===== src/rtl/aq_mp_axim_ratio_gen.sv =====
// ---------------------------------------------------------------------------
// aq_mp_axim_ratio_gen
//
// Purpose:
//   Generates the AXI-master clock-enable pulse train (axim_clk_en) from the
//   CPU clock. One pulse is issued every ratio_cur+1 CPU cycles. The ratio
//   can be changed at runtime through a request/acknowledge handshake. A new
//   ratio is applied only while the bus interface reports idle, and only on
//   the edge that ends an AXI period, so no partial AXI cycle is produced.
//
// Optional feature (macro AQ_AXIM_RATIO_TMO_EN):
//   When defined, the wait for bus idle is bounded by a TMO_W-bit counter.
//   Expiry abandons the change with a one-cycle ratio_err pulse. When not
//   defined, the wait is unbounded and ratio_err is tied to 0.
//
// Ports:
//   forever_cpuclk    in   free-running CPU clock, rising edge
//   cpurst_b          in   synchronous active-low reset
//   pad_yy_scan_mode  in   scan mode, forces axim_clk_en high
//   ratio_req         in   one-cycle ratio change request
//   ratio_req_val     in   requested ratio (sampled with ratio_req when idle)
//   biu_ratio_idle    in   AXI master has no outstanding transactions
//   axim_clk_en       out  AXI clock-enable pulse (registered, scan-forced)
//   ratio_cur         out  currently applied ratio
//   ratio_busy        out  a ratio change is in progress
//   ratio_ack         out  one-cycle pulse, change applied
//   ratio_err         out  one-cycle pulse, change aborted on timeout
//   ratio_fsm_st      out  debug view of the change-handshake state
//
// Handshake: a request is accepted only when ratio_busy is 0 at the edge
// where ratio_req is 1; requests while busy are dropped. Every accepted
// request ends with exactly one ratio_ack (or ratio_err on timeout).
// ---------------------------------------------------------------------------
module aq_mp_axim_ratio_gen #(
    parameter int          RATIO_W    = 3,
    parameter int unsigned DFLT_RATIO = 1,
    parameter int          TMO_W      = 8
) (
    input  logic               forever_cpuclk,
    input  logic               cpurst_b,
    input  logic               pad_yy_scan_mode,
    input  logic               ratio_req,
    input  logic [RATIO_W-1:0] ratio_req_val,
    input  logic               biu_ratio_idle,
    output logic               axim_clk_en,
    output logic [RATIO_W-1:0] ratio_cur,
    output logic               ratio_busy,
    output logic               ratio_ack,
    output logic               ratio_err,
    output logic [1:0]         ratio_fsm_st
);

    localparam logic [RATIO_W-1:0] DFLT_R = RATIO_W'(DFLT_RATIO);

    typedef enum logic [1:0] {
        ST_IDLE      = 2'd0,
        ST_WAIT_IDLE = 2'd1,
        ST_WAIT_EDGE = 2'd2,
        ST_DONE      = 2'd3
    } state_t;

    state_t             state;
    state_t             state_nxt;
    logic [RATIO_W-1:0] cnt;
    logic [RATIO_W-1:0] new_ratio;
    logic               clk_en_q;
    logic               cnt_wrap;
    logic               do_switch;

    // The wrap is a compare against ratio_cur, so the all-ones ratio gives a
    // full 2^RATIO_W period without relying on counter overflow.
    assign cnt_wrap = (cnt == ratio_cur);

`ifdef AQ_AXIM_RATIO_TMO_EN
    // Abort on the edge at which the wait counter would reach all-ones.
    localparam logic [TMO_W-1:0] TMO_LAST = ~TMO_W'(1);
    logic [TMO_W-1:0] tmo_cnt;
    logic             tmo_abort;
    logic             err_q;
`endif

    always_comb begin
        state_nxt = state;
        do_switch = 1'b0;
`ifdef AQ_AXIM_RATIO_TMO_EN
        tmo_abort = 1'b0;
`endif
        case (state)
            ST_IDLE: begin
                if (ratio_req) state_nxt = ST_WAIT_IDLE;
            end
            ST_WAIT_IDLE: begin
                if (biu_ratio_idle) begin
                    state_nxt = ST_WAIT_EDGE;
                end
`ifdef AQ_AXIM_RATIO_TMO_EN
                else if (tmo_cnt == TMO_LAST) begin
                    state_nxt = ST_IDLE;
                    tmo_abort = 1'b1;
                end
`endif
            end
            ST_WAIT_EDGE: begin
                // Idle must still hold on the switching edge itself.
                if (!biu_ratio_idle) begin
                    state_nxt = ST_WAIT_IDLE;
                end else if (cnt_wrap) begin
                    do_switch = 1'b1;
                    state_nxt = ST_DONE;
                end
            end
            ST_DONE: begin
                state_nxt = ST_IDLE;
            end
            default: begin
                state_nxt = ST_IDLE;
            end
        endcase
    end

    always_ff @(posedge forever_cpuclk) begin
        if (!cpurst_b) begin
            state     <= ST_IDLE;
            cnt       <= '0;
            ratio_cur <= DFLT_R;
            new_ratio <= '0;
            clk_en_q  <= 1'b0;
        end else begin
            state    <= state_nxt;
            cnt      <= cnt_wrap ? '0 : cnt + RATIO_W'(1);
            // The pulse for the current period is still issued on the
            // switching edge; the new ratio governs the following period.
            clk_en_q <= cnt_wrap;
            if (do_switch) ratio_cur <= new_ratio;
            if ((state == ST_IDLE) && ratio_req) new_ratio <= ratio_req_val;
        end
    end

`ifdef AQ_AXIM_RATIO_TMO_EN
    // Counts only while remaining in WAIT_IDLE; held at zero elsewhere so a
    // fall-back from WAIT_EDGE restarts the wait from zero.
    always_ff @(posedge forever_cpuclk) begin
        if (!cpurst_b) begin
            tmo_cnt <= '0;
            err_q   <= 1'b0;
        end else begin
            if ((state == ST_WAIT_IDLE) && (state_nxt == ST_WAIT_IDLE))
                tmo_cnt <= tmo_cnt + TMO_W'(1);
            else
                tmo_cnt <= '0;
            err_q <= tmo_abort;
        end
    end

    assign ratio_err = err_q;
`else
    assign ratio_err = 1'b0;
`endif

    assign axim_clk_en  = clk_en_q | pad_yy_scan_mode;
    assign ratio_busy   = (state != ST_IDLE);
    assign ratio_ack    = (state == ST_DONE);
    assign ratio_fsm_st = state;

endmodule


===== config.mk =====
export PLATFORM = sky130hd
export DESIGN_NAME = aq_mp_axim_ratio_gen
export DESIGN_NICKNAME = d
export VERILOG_FILES = /design/src/rtl/aq_mp_axim_ratio_gen.sv
export SDC_FILE = /design/constraint.sdc
export NUM_CORES = 1
export LEC_CHECK = 0
export BUFFER_PORTS_ARGS = -buffer_cell sky130_fd_sc_hd__buf_2
export CAP_MARGIN = 0
export CORE_AREA = 3 3 40 42
export DETAILED_ROUTE_END_ITERATION = 6
export DIE_AREA = 0 0 43 45
export PLACE_DENSITY = 0.69
export SLEW_MARGIN = 20
export SYNTH_ARGS = -nofsm -noshare
export SYNTH_HDL_FRONTEND = slang
export SYNTH_SLANG_ARGS = --single-unit

===== constraint.sdc =====
create_clock -name forever_cpuclk -period 1.3 [get_ports forever_cpuclk]
set_input_delay 0 -clock forever_cpuclk [delete_from_list [all_inputs] [get_ports forever_cpuclk]]
set_output_delay 0 -clock forever_cpuclk [all_outputs]
set_load 0.02 [all_outputs]

==> results.py <==
metrics = {
    "outcome": {
        "status": "complete, no violations",
    },
    "route": {
        "num_vias": 422,
        "via_per_inst": 4.85,
        "drc": 0,
        "wl_per_cell_microns": 11.0,
        "wl_microns": 956,
        "drt_iter0_drc": 4,
        "final_antenna_net_count": 0,
        "firstDrtPassIters": 4,
    },
    "global_route": {
        "grt_pass1_vias": 412,
        "grt_max_degree": 14,
        "grt_overflow": 0,
        "grt_antenna_before_repair": 0,
        "grt_pass1_wl_microns": 1640,
        "track_usage_pct": 11.7,
    },
    "logic_synthesis": {
        "yosysSeqAreaShare_pct": 44.4,
        "ys_seq_elements": 12,
        "ys_types": 23,
        "synth_area_sq_um": 541,
        "synthCells": 52,
        "syn_area_per_cell_sq_um": 10.4,
        "syn-num-nets": 61,
        "ys_warn_count": 0,
    },
    "worst_setup_path": {
        "critical_path_arrival_ns": 1.46,
        "reg2reg_depth": 3,
        "rr_endpoint": "ratio_cur[0]",
        "path_class": "flop to flop",
        "crit_path_start_kind": "flop",
        "required_ns": 1.49,
        "rr_startpoint": "ratio_cur[2]",
        "rrSetupSlack_ns": 0.03,
        "critical_path.max_fanout": 4,
        "worstSetupEndpointType": "flop",
    },
    "clock_tree": {
        "post-cts-setup-buffer-count": 0,
        "clk_transition_reported_paths_ns": 0.07,
        "clk-insertion-delay-late_ns": 0.27,
        "cts.htree.levels": 1,
        "clock_path_buffers": 2,
        "root_buffer": "clkbuf_4",
        "cts_tree": "built",
        "clock_sinks": 12,
        "numCtsBuffers": 3,
    },
    "sta": {
        "finalSetupViolCount": 0,
        "rsz0062_at_grt": "true",
        "postLayoutSetupSlackWorst_ns": 0.0280,
        "skew_ns": 0.00171,
        "fin_crit_ns": 1.27,
        "fmax_mhz": 786,
        "drv_slew": 0,
        "post-route-period-util_pct": 97.8,
        "hold_viol_final": 0,
        "timing.setup.tns_ns": 0,
    },
    "cells_and_area": {
        "final_common_cell": "buf_2",
        "layout.nets": 83,
        "n_antenna_cell": 0,
        "final_layout_size_suffix_gt1_share_pct": 36.1,
        "area_growth_pct": 28.2,
        "layout.cells.most_common_list": "15 x buf_2, 10 x dfxtp_1, 6 x mux2i_1",
    },
    "place": {
        "hpwl_microns": 712,
        "gp_congestion": 0.691,
        "io_buffers": 15,
        "dpl_worst_slack_ns": 0.0599,
    },
    "power_and_ir_drop": {
        "pwr_density_cell_nw_per_um2": 1170,
        "leakagePower_nw": 0.305,
        "vdd_drop_max_mv": 0.580,
    },
    "die": {
        "num_rows": 13,
        "die_y_microns": 45,
        "core_area_sq_um": 1280,
        "die_w_microns": 43,
        "initial_core_util_pct": 42.1,
        "pin_count": 17,
        "die_area_sq_um": 1940,
    },
    "hold_path": {
        "hold_class": "input pin to flop",
        "worstHoldEndpoint": "new_ratio[2]",
        "whs_path_depth": 3,
        "min-delay-start": "ratio_req_val[2]",
    },
    "job": {
        "maxCapViolations": 0,
    },
}
-- routing by layer --
metal / vias to the layer above / GRT usage (%) / part of all wire [%]
li1: 213 / - / -
met1: 193 / 13.7 / 45
met2: 14 / 17.7 / 47
met3: 2 / 3.98 / 6.0
met4: 0 / 9.04 / 1.5
met5: - / 0 / 0
-- critical path, stage by stage (launching register included) --
cell and delay (ns):
dfxtp_1 0.34, xor2_1 0.22, nor4_4 0.38, mux2i_1 0.26
-- area by class of cell --
class	count	area, sq um
flip-flops and latches	12	243
fillers	119	592
inverters	1	3.75
well taps	15	18.8
multi-input cells	37	293
repair buffers	19	113
clock buffers	3	22.5
-- logic make-up after synthesis --
kind of cell             share of synthesized area, %
AO/OA/AOI/OAI                                    6.02
XOR/XNOR                                         8.10
adder cells (fa/ha/maj)                          2.31
buffers and inverters                            2.78
flip-flops                                       44.4
multiplexers                                     11.1
other                                           0.694
AND/OR/NAND/NOR                                  24.5
-- registers in the layout (all words and copies together) (netlist names) --
name	cells
clk_en_q	1
ratio_fsm_st	2
cnt	3
ratio_cur	3
new_ratio	3
-- stage by stage --
step	hold WS [ns]	total power [mW]	area [sq um]	utilization [%]	instances
floorplan	0.142	0.541	542	-	52
global placement	0.260	0.580	632	49.2	81
detailed placement	0.266	0.584	632	49.2	81
CTS	0.000862	0.816	684	53.3	87
global route	0.0416	0.862	693	53.9	87
finish	0.00188	0.809	693	53.9	87
-- where the power goes --
part	internal (mW)	switching, mW	total (mW)
logic	0.0753	0.0904	0.166
registers	0.398	0.0219	0.420
clock network	0.107	0.117	0.224
-- worst max path at each step --
stage | start | endpoint | slack (ns) | depth (start not counted)
3_3_place_gp | ratio_cur[2] | ratio_cur[2] | 0.07 | 3
3_5_place_dp | ratio_fsm_st[1] | ratio_cur[0] | 0.06 | 3
5_1_grt | ratio_cur[1] | ratio_cur[0] | -0.04 | 3
6_report | ratio_cur[2] | ratio_cur[0] | 0.03 | 3
2_1_floorplan | ratio_fsm_st[0] | ratio_cur[0] | 0.02 | 3
4_1_cts | ratio_fsm_st[1] | ratio_cur[0] | 0.02 | 3
-- synthesized netlist by cell type, drive strengths merged --
library cell	n	area [sq um]
inv	1	3.75
ha	1	12.5
and3	1	6.26
o21ai	1	5.00
buf	1	7.51
o2111a	1	11.3
and2	1	6.26
conb	1	3.75
nor4	1	21.3
nor2b	5	31.3
nor2	3	11.3
xnor2	1	8.76
or2	2	12.5
nand2	4	15.0
nor4b	1	8.76
nor3b	1	12.5
dfxtp	12	240
clkbuf	1	3.75
o311ai	1	8.76
o31ai	1	7.51
mux2i	6	60.1
nand3b	1	7.51
xor2	4	35.0
-- timing repair --
item,in CTS,in global routing
endpoints found under the setup margin,0,4
gates resized for setup,0,2
hold endpoints to repair,3,0
hold buffers,3,0
(Power assumes the default switching activity.)
